==> src/rtl/ps2_rx_queue_if.sv <==
// CPU/pin-side bundle for ps2_rx_queue: raw PS/2 pins, pop/clear strobes,
// and the queue head plus status. Slave side is the receiver.
interface ps2_rx_queue_if #(
    parameter int FIFO_DEPTH = 8
);
    localparam int LVL_W = $clog2(FIFO_DEPTH) + 1;

    logic             i_ps2_clk;
    logic             i_ps2_data;
    logic             i_rd;
    logic             i_err_clr;
    logic             o_valid;
    logic [9:0]       o_scancode;
    logic [LVL_W-1:0] o_level;
    logic             o_parity_err;
    logic             o_frame_err;
    logic             o_overflow;

    modport slave (
        input  i_ps2_clk, i_ps2_data, i_rd, i_err_clr,
        output o_valid, o_scancode, o_level, o_parity_err, o_frame_err, o_overflow
    );

    modport master (
        output i_ps2_clk, i_ps2_data, i_rd, i_err_clr,
        input  o_valid, o_scancode, o_level, o_parity_err, o_frame_err, o_overflow
    );
endinterface

==> src/rtl/ps2_rx_queue.sv <==
// PS/2 keyboard receiver: deglitched clock, checked frame FSM with timeout,
// E0/F0 prefix folding and a first-word-fall-through scancode queue.
module ps2_rx_queue #(
    parameter int FIFO_DEPTH     = 8,
    parameter int FILTER_LEN     = 4,
    parameter int TIMEOUT_CYCLES = 50000
) (
    input logic           i_clk,
    input logic           i_rst_n,
    ps2_rx_queue_if.slave bus
);
    localparam int AW    = $clog2(FIFO_DEPTH);
    localparam int LVL_W = AW + 1;
    localparam int FW    = (FILTER_LEN > 1) ? $clog2(FILTER_LEN) : 1;
    localparam int TW    = $clog2(TIMEOUT_CYCLES + 1);

    // IDLE: wait start bit | DATA: 8 bits LSB first | PARITY: hold bit | STOP: check, emit
    typedef enum logic [1:0] {
        ST_IDLE   = 2'd0,
        ST_DATA   = 2'd1,
        ST_PARITY = 2'd2,
        ST_STOP   = 2'd3
    } state_t;

    logic          r_clk_s1, r_clk_s2, r_dat_s1, r_dat_s2;
    logic          r_filt, r_filt_d;
    logic [FW-1:0] r_filt_cnt;
    logic          r_sample, r_sample_dat;

    state_t        r_state, w_state_nxt;
    logic [7:0]    r_shift;
    logic [2:0]    r_bitcnt;
    logic          r_par;
    logic [TW-1:0] r_tmo;
    logic          w_timeout, w_good, w_par_ev, w_frm_ev;

    logic          r_byte_done;
    logic [7:0]    r_byte;
    logic          r_ext, r_brk;
    logic          r_push;
    logic [9:0]    r_push_code;

    logic [9:0]       r_mem [FIFO_DEPTH];
    logic [AW-1:0]    r_wp, r_rp;
    logic [AW-1:0]    w_rp_next;
    logic [LVL_W-1:0] r_cnt;
    logic [9:0]       r_head, w_head_nxt;
    logic             w_full, w_empty, w_pop, w_wr, w_ovf_ev;

    logic r_par_err, r_frm_err, r_ovf;

    // Synchronisers, clock filter and falling-edge sample event
    always_ff @(posedge i_clk) begin
        if (!i_rst_n) begin
            r_clk_s1     <= 1'b1;
            r_clk_s2     <= 1'b1;
            r_dat_s1     <= 1'b1;
            r_dat_s2     <= 1'b1;
            r_filt       <= 1'b1;
            r_filt_d     <= 1'b1;
            r_filt_cnt   <= '0;
            r_sample     <= 1'b0;
            r_sample_dat <= 1'b1;
        end else begin
            r_clk_s1 <= bus.i_ps2_clk;
            r_clk_s2 <= r_clk_s1;
            r_dat_s1 <= bus.i_ps2_data;
            r_dat_s2 <= r_dat_s1;
            if (r_clk_s2 == r_filt) begin
                r_filt_cnt <= '0;
            end else if (r_filt_cnt == FW'(FILTER_LEN - 1)) begin
                r_filt     <= r_clk_s2;
                r_filt_cnt <= '0;
            end else begin
                r_filt_cnt <= r_filt_cnt + FW'(1);
            end
            r_filt_d     <= r_filt;
            r_sample     <= r_filt_d & ~r_filt;
            r_sample_dat <= r_dat_s2;
        end
    end

    always_ff @(posedge i_clk) begin
        if (!i_rst_n) r_state <= ST_IDLE;
        else          r_state <= w_state_nxt;
    end

    always_comb begin
        w_state_nxt = r_state;
        w_good      = 1'b0;
        w_par_ev    = 1'b0;
        w_frm_ev    = 1'b0;
        w_timeout   = (r_state != ST_IDLE) && !r_sample &&
                      (r_tmo == TW'(TIMEOUT_CYCLES - 1));
        if (w_timeout) begin
            w_state_nxt = ST_IDLE;
            w_frm_ev    = 1'b1;
        end else if (r_sample) begin
            case (r_state)
                ST_IDLE:   if (!r_sample_dat) w_state_nxt = ST_DATA;
                ST_DATA:   if (r_bitcnt == 3'd7) w_state_nxt = ST_PARITY;
                ST_PARITY: w_state_nxt = ST_STOP;
                ST_STOP: begin
                    w_state_nxt = ST_IDLE;
                    w_par_ev    = ~(^{r_shift, r_par});
                    w_frm_ev    = ~r_sample_dat;
                    w_good      = (^{r_shift, r_par}) & r_sample_dat;
                end
                default:   w_state_nxt = ST_IDLE;
            endcase
        end
    end

    always_ff @(posedge i_clk) begin
        if (!i_rst_n) begin
            r_shift     <= '0;
            r_bitcnt    <= '0;
            r_par       <= 1'b0;
            r_tmo       <= '0;
            r_byte_done <= 1'b0;
            r_byte      <= '0;
        end else begin
            if (r_state == ST_IDLE || r_sample || w_timeout) r_tmo <= '0;
            else                                             r_tmo <= r_tmo + TW'(1);

            if (w_timeout) begin
                r_shift  <= '0;
                r_bitcnt <= '0;
            end else if (r_sample) begin
                case (r_state)
                    ST_IDLE: begin
                        r_shift  <= '0;
                        r_bitcnt <= '0;
                    end
                    ST_DATA: begin
                        r_shift  <= {r_sample_dat, r_shift[7:1]};
                        r_bitcnt <= r_bitcnt + 3'd1;
                    end
                    ST_PARITY: r_par <= r_sample_dat;
                    default: ;
                endcase
            end

            r_byte_done <= w_good;
            if (w_good) r_byte <= r_shift;
        end
    end

    // Prefix folding: E0/F0 only arm flags; any receive error drops them
    always_ff @(posedge i_clk) begin
        if (!i_rst_n) begin
            r_ext       <= 1'b0;
            r_brk       <= 1'b0;
            r_push      <= 1'b0;
            r_push_code <= '0;
        end else begin
            r_push <= 1'b0;
            if (r_byte_done && r_byte != 8'hE0 && r_byte != 8'hF0) begin
                r_push      <= 1'b1;
                r_push_code <= {r_ext, r_brk, r_byte};
            end
            if (w_par_ev || w_frm_ev) begin
                r_ext <= 1'b0;
                r_brk <= 1'b0;
            end else if (r_byte_done) begin
                if (r_byte == 8'hE0) begin
                    r_ext <= 1'b1;
                end else if (r_byte == 8'hF0) begin
                    r_brk <= 1'b1;
                end else begin
                    r_ext <= 1'b0;
                    r_brk <= 1'b0;
                end
            end
        end
    end

    assign w_full    = (r_cnt == LVL_W'(FIFO_DEPTH));
    assign w_empty   = (r_cnt == '0);
    assign w_pop     = bus.i_rd && !w_empty;
    assign w_wr      = r_push && (!w_full || w_pop);
    assign w_ovf_ev  = r_push && w_full && !w_pop;
    assign w_rp_next = r_rp + AW'(1);

    // Registered head keeps the last code visible once the queue drains
    always_comb begin
        w_head_nxt = r_head;
        if (w_empty) begin
            if (w_wr) w_head_nxt = r_push_code;
        end else if (w_pop) begin
            if (r_cnt == LVL_W'(1)) begin
                if (w_wr) w_head_nxt = r_push_code;
            end else begin
                w_head_nxt = r_mem[w_rp_next];
            end
        end
    end

    always_ff @(posedge i_clk) begin
        if (w_wr) r_mem[r_wp] <= r_push_code;
    end

    always_ff @(posedge i_clk) begin
        if (!i_rst_n) begin
            r_wp   <= '0;
            r_rp   <= '0;
            r_cnt  <= '0;
            r_head <= '0;
        end else begin
            if (w_wr)  r_wp <= r_wp + AW'(1);
            if (w_pop) r_rp <= w_rp_next;
            case ({w_wr, w_pop})
                2'b10:   r_cnt <= r_cnt + LVL_W'(1);
                2'b01:   r_cnt <= r_cnt - LVL_W'(1);
                default: r_cnt <= r_cnt;
            endcase
            r_head <= w_head_nxt;
        end
    end

    always_ff @(posedge i_clk) begin
        if (!i_rst_n) begin
            r_par_err <= 1'b0;
            r_frm_err <= 1'b0;
            r_ovf     <= 1'b0;
        end else begin
            r_par_err <= (r_par_err & ~bus.i_err_clr) | w_par_ev;
            r_frm_err <= (r_frm_err & ~bus.i_err_clr) | w_frm_ev;
            r_ovf     <= (r_ovf     & ~bus.i_err_clr) | w_ovf_ev;
        end
    end

    assign bus.o_valid      = !w_empty;
    assign bus.o_scancode   = r_head;
    assign bus.o_level      = r_cnt;
    assign bus.o_parity_err = r_par_err;
    assign bus.o_frame_err  = r_frm_err;
    assign bus.o_overflow   = r_ovf;
endmodule

==> src/flat_wrapper.sv <==
// flat-port wrapper written by rule: the top's interface ports become plain ports
module ps2_rx_queue_flat 
#(
    parameter int FIFO_DEPTH     = 8,
    parameter int FILTER_LEN     = 4,
    parameter int TIMEOUT_CYCLES = 50000
)
  (i_clk, i_rst_n, bus_i_ps2_clk, bus_i_ps2_data, bus_i_rd, bus_i_err_clr, bus_o_valid, bus_o_scancode, bus_o_level, bus_o_parity_err, bus_o_frame_err, bus_o_overflow);
  ps2_rx_queue_if #(.FIFO_DEPTH(FIFO_DEPTH)) bus_i ();
  input logic i_clk;
  input logic i_rst_n;
  input wire logic [$bits(bus_i.i_ps2_clk)-1:0] bus_i_ps2_clk;
  input wire logic [$bits(bus_i.i_ps2_data)-1:0] bus_i_ps2_data;
  input wire logic [$bits(bus_i.i_rd)-1:0] bus_i_rd;
  input wire logic [$bits(bus_i.i_err_clr)-1:0] bus_i_err_clr;
  output wire logic [$bits(bus_i.o_valid)-1:0] bus_o_valid;
  output wire logic [$bits(bus_i.o_scancode)-1:0] bus_o_scancode;
  output wire logic [$bits(bus_i.o_level)-1:0] bus_o_level;
  output wire logic [$bits(bus_i.o_parity_err)-1:0] bus_o_parity_err;
  output wire logic [$bits(bus_i.o_frame_err)-1:0] bus_o_frame_err;
  output wire logic [$bits(bus_i.o_overflow)-1:0] bus_o_overflow;
  assign bus_i.i_ps2_clk = bus_i_ps2_clk;
  assign bus_i.i_ps2_data = bus_i_ps2_data;
  assign bus_i.i_rd = bus_i_rd;
  assign bus_i.i_err_clr = bus_i_err_clr;
  assign bus_o_valid = bus_i.o_valid;
  assign bus_o_scancode = bus_i.o_scancode;
  assign bus_o_level = bus_i.o_level;
  assign bus_o_parity_err = bus_i.o_parity_err;
  assign bus_o_frame_err = bus_i.o_frame_err;
  assign bus_o_overflow = bus_i.o_overflow;
  ps2_rx_queue #(.FIFO_DEPTH(FIFO_DEPTH), .FILTER_LEN(FILTER_LEN), .TIMEOUT_CYCLES(TIMEOUT_CYCLES)) u_core (.i_clk(i_clk), .i_rst_n(i_rst_n), .bus(bus_i));
endmodule
==> config.mk <==
export PLATFORM = sky130hd
export DESIGN_NAME = ps2_rx_queue_flat
export DESIGN_NICKNAME = d
export VERILOG_FILES = /design/src/rtl/ps2_rx_queue_if.sv /design/src/rtl/ps2_rx_queue.sv /design/src/flat_wrapper.sv
export SDC_FILE = /design/constraint.sdc
export NUM_CORES = 1
export LEC_CHECK = 0
export BUFFER_PORTS_ARGS = -buffer_cell sky130_fd_sc_hd__buf_2
export CAP_MARGIN = 25
export CORE_AREA = 2 2 167 169
export CTS_BUF_LIST = sky130_fd_sc_hd__clkbuf_8
export DETAILED_ROUTE_END_ITERATION = 6
export DIE_AREA = 0 0 169 171
export PLACE_DENSITY_LB_ADDON = 0.12
export SETUP_SLACK_MARGIN = 0.1
export SYNTH_ARGS = -nofsm -noshare
export SYNTH_HDL_FRONTEND = slang
export SYNTH_SLANG_ARGS = --single-unit
==> constraint.sdc <==
create_clock -name i_clk -period 6.6 [get_ports i_clk]
set_input_delay 0.33 -clock i_clk [delete_from_list [all_inputs] [get_ports i_clk]]
set_output_delay 0.33 -clock i_clk [all_outputs]
set_load 0.02 [all_outputs]
==> impl_metrics.ini <==
[status]
status = finished clean

[placement]
dpl.hpwl_mm = 10.1
io_buffers = 23
placed_cell_area_mm2 = 0.00718
dpl.cell_count = 882
place_ws_ns = 3.59
routabilityCongestion = 0.726

[power_and_ir_drop]
clkPwrFrac_pct = 34.2
p_seq_share_pct = 46.3
p_leak_nw = 2.60
irDropWorstVdd_mv = 0.120
p_sw_mw = 0.651
power_density_mw_per_mm2 = 313
p_int_mw = 1.74
finalPower_mw = 2.39
p_comb_share_pct = 19.4
switching_share_pct = 27.2

[cells_and_area]
seq_area_mm2 = 0.00410
diodes = 0
area_growth_syn_to_layout_pct = 15.2
utilization_pct = 28.0
fin_area_mm2 = 0.00766
fin_cells = 918
fillers = 2831
drive_gt1_share_pct = 16.1
multiInputGateArea_mm2 = 0.00241
fin_nets = 579

[clock_tree]
cts_max_level = 4
numCtsBuffers = 17
clock_latency_ns = 0.45
cts_buffer_depth = 2
cts_tree = built
clock-sinks = 165
path_clk_slew_ns = 0.09
ctsHoldBuffers = 0
post_cts_resized = 0
cts_root_buf = clkbuf_8
post_cts_buffers = 0

[yosys]
syn_area_mm2 = 0.00665
synth.most_common_cell = dfxtp_1
synth_top_area_share_pct = 36.1
synth-edff-count = 80
synthTopCellsByArea = edfxtp_1, dfxtp_1, mux4_2
ys_ff_latch = 165
synth_xor_area_share_pct = 4.42
synth.distinct_cells = 44
yosysWarnings = 0
avgSynthCellArea_um2 = 12.6
yosysSeqAreaShare_pct = 61.7
synth_compound_area_share_pct = 7.09
syn_nets = 547
postSynthCellCount = 527
synthTopCellsByCount = dfxtp_1, edfxtp_1, nand2_1, nor2_1, a21oi_1
synthAdderAreaFrac_pct = 2.63
synth_top_family_by_area = simple AND/OR/NAND/NOR gates
yosys.area_share.simple_pct = 12.0
ys.flop_type = dfxtp_1
muxShareOfSynthArea_pct = 9.94
async_flop_share_pct = 0
yosysTopAreaCell = edfxtp_1

[min_path]
min_path_type = input port to flip-flop

[worst_setup_path]
cp_cell_sequence = inv_1 > ha_1 > nor4bb_1 > nor2b_1 > buf_4 > inv_2 > ha_1 > or4b_1 > a21oi_1 > xnor2_1 > nor2_1
crit_top_cell = ha_1
cp.required_ns = 6.93
slowest_delay_ns = 0.46
cp_slowest_cell = or4b_1
cp_max_fo = 16
critPathLaunchType = flip-flop
critPathKind = flip-flop to flip-flop
arrival_ns = 3.34
cp-end-kind = flip-flop

[sta]
setup_ws_ns = 3.59
finalMaxSlewViolations = 0
tightest_slew_ns = 0.846
max_freq_mhz = 332
setup_tns_ns = 0
rsz0062_at_grt = false
setup_viol = 0
slew_headroom_pct = 43.6
final_hold_viol_count = 0
period_share_pct = 45.6
fin_crit_ns = 3.01
skew_ns = 0.0167
holdWs_ns = 0.0544

[global_routing]
grt_max_degree = 29
gr-total-overflow = 0
first_global_vias = 3979
antenna_found_initial = 1
grt_pass1_wl_mm = 23.0
grtUsageTotal_pct = 10.7

[routing]
wl_per_cell_um = 16.2
route.vias.total = 4056
drc = 0
drtPass1Iterations = 4
routed_wl_mm = 14.8
vias_per_cell = 4.42
drtIter0Drc = 220
detail-route-antenna-nets = 0

[floorplan]
core.rowCount = 61
io_pins = 24
die_h_um = 171
initial_utilization_pct = 24.3
die_area_mm2 = 0.0289
fp.dieW_um = 169
design.core.area_mm2 = 0.0273

[run]
drv_cap = 0
[final timing paths]
check                           slack (ns)               endpoint  cells after the start             startpoint
worst max-delay path                  3.59  u_core.bus.o_level[3]                     11  u_core.bus.o_level[0]
worst min-delay path                  0.05        u_core.r_clk_s1                      2          bus_i_ps2_clk
worst max register to register        3.59  u_core.bus.o_level[3]                     11  u_core.bus.o_level[0]
worst min register to register        0.41        u_core.r_dat_s2                      1        u_core.r_dat_s1
[area by class of cell]
| type | instances | share of cell area, % |
|---|---|---|
| Timing Repair Buffer | 36 | 2.92 |
| Sequential cell | 165 | 53.6 |
| Inverter | 12 | 0.588 |
| Clock inverter | 15 | 2.78 |
| Tap cell | 346 | 5.65 |
| Clock buffer | 17 | 3.05 |
| Multi-Input combinational cell | 327 | 31.4 |
[registers in the layout, indices dropped and copies added, names as in the netlist, 3 cells and up]
name / count
u_core.r_tmo: 16
u_core.r_byte: 8
u_core.r_wp: 3
u_core.r_shift: 8
u_core.r_bitcnt: 3
u_core.r_mem: 80
u_core.bus.o_level: 4
u_core.bus.o_scancode: 10
u_core.r_rp: 3
u_core.r_push_code: 10
[logic make-up (layout without fill, tap and decap cells)]
group           after synthesis  after routing
compound gates               72             72
buf+inv                      35             80
simple gates                169            169
fa+ha+maj                    14             14
mux                          41             41
xor+xnor                     31             31
flops                       165            165
[power by group through the flow]
stage / Sequential [mW] / Clock, mW / Combinational (mW)
5_1_grt: 1.11 / 0.891 / 0.511
3_3_place_gp: 1.13 / 0 / 0.473
4_1_cts: 1.11 / 0.848 / 0.467
2_1_floorplan: 1.15 / 0 / 0.317
3_5_place_dp: 1.13 / 0 / 0.466
6_report: 1.11 / 0.819 / 0.465
[placed cells by master (no fill, tap or decap), types with 15 or more instances in the layout]
master / instances
nor2_1: 48
a22oi_1: 20
a21oi_1: 28
nand2_1: 59
buf_2: 23
dfxtp_1: 85
clkbuf_8: 17
xor2_1: 15
edfxtp_1: 80
mux4_2: 20
mux2i_1: 21
[critical path, delay by kind of cell (launching register included)]
kind	cells	cell delay, ns
buf+inv	3	0.58
compound gates	1	0.19
flops	1	0.39
simple gates	4	1.07
xor+xnor	1	0.13
fa+ha+maj	2	0.53
[metal layers]
metal	global-route usage (%)	vias up	part of all wire (%)
met5	0	-	0
met4	4.12	0	1.9
met3	2.75	17	3.6
met2	18.1	51	49
met1	13.2	2010	46
li1	-	1978	-
Note: power is estimated with default switching activity, not from simulation.
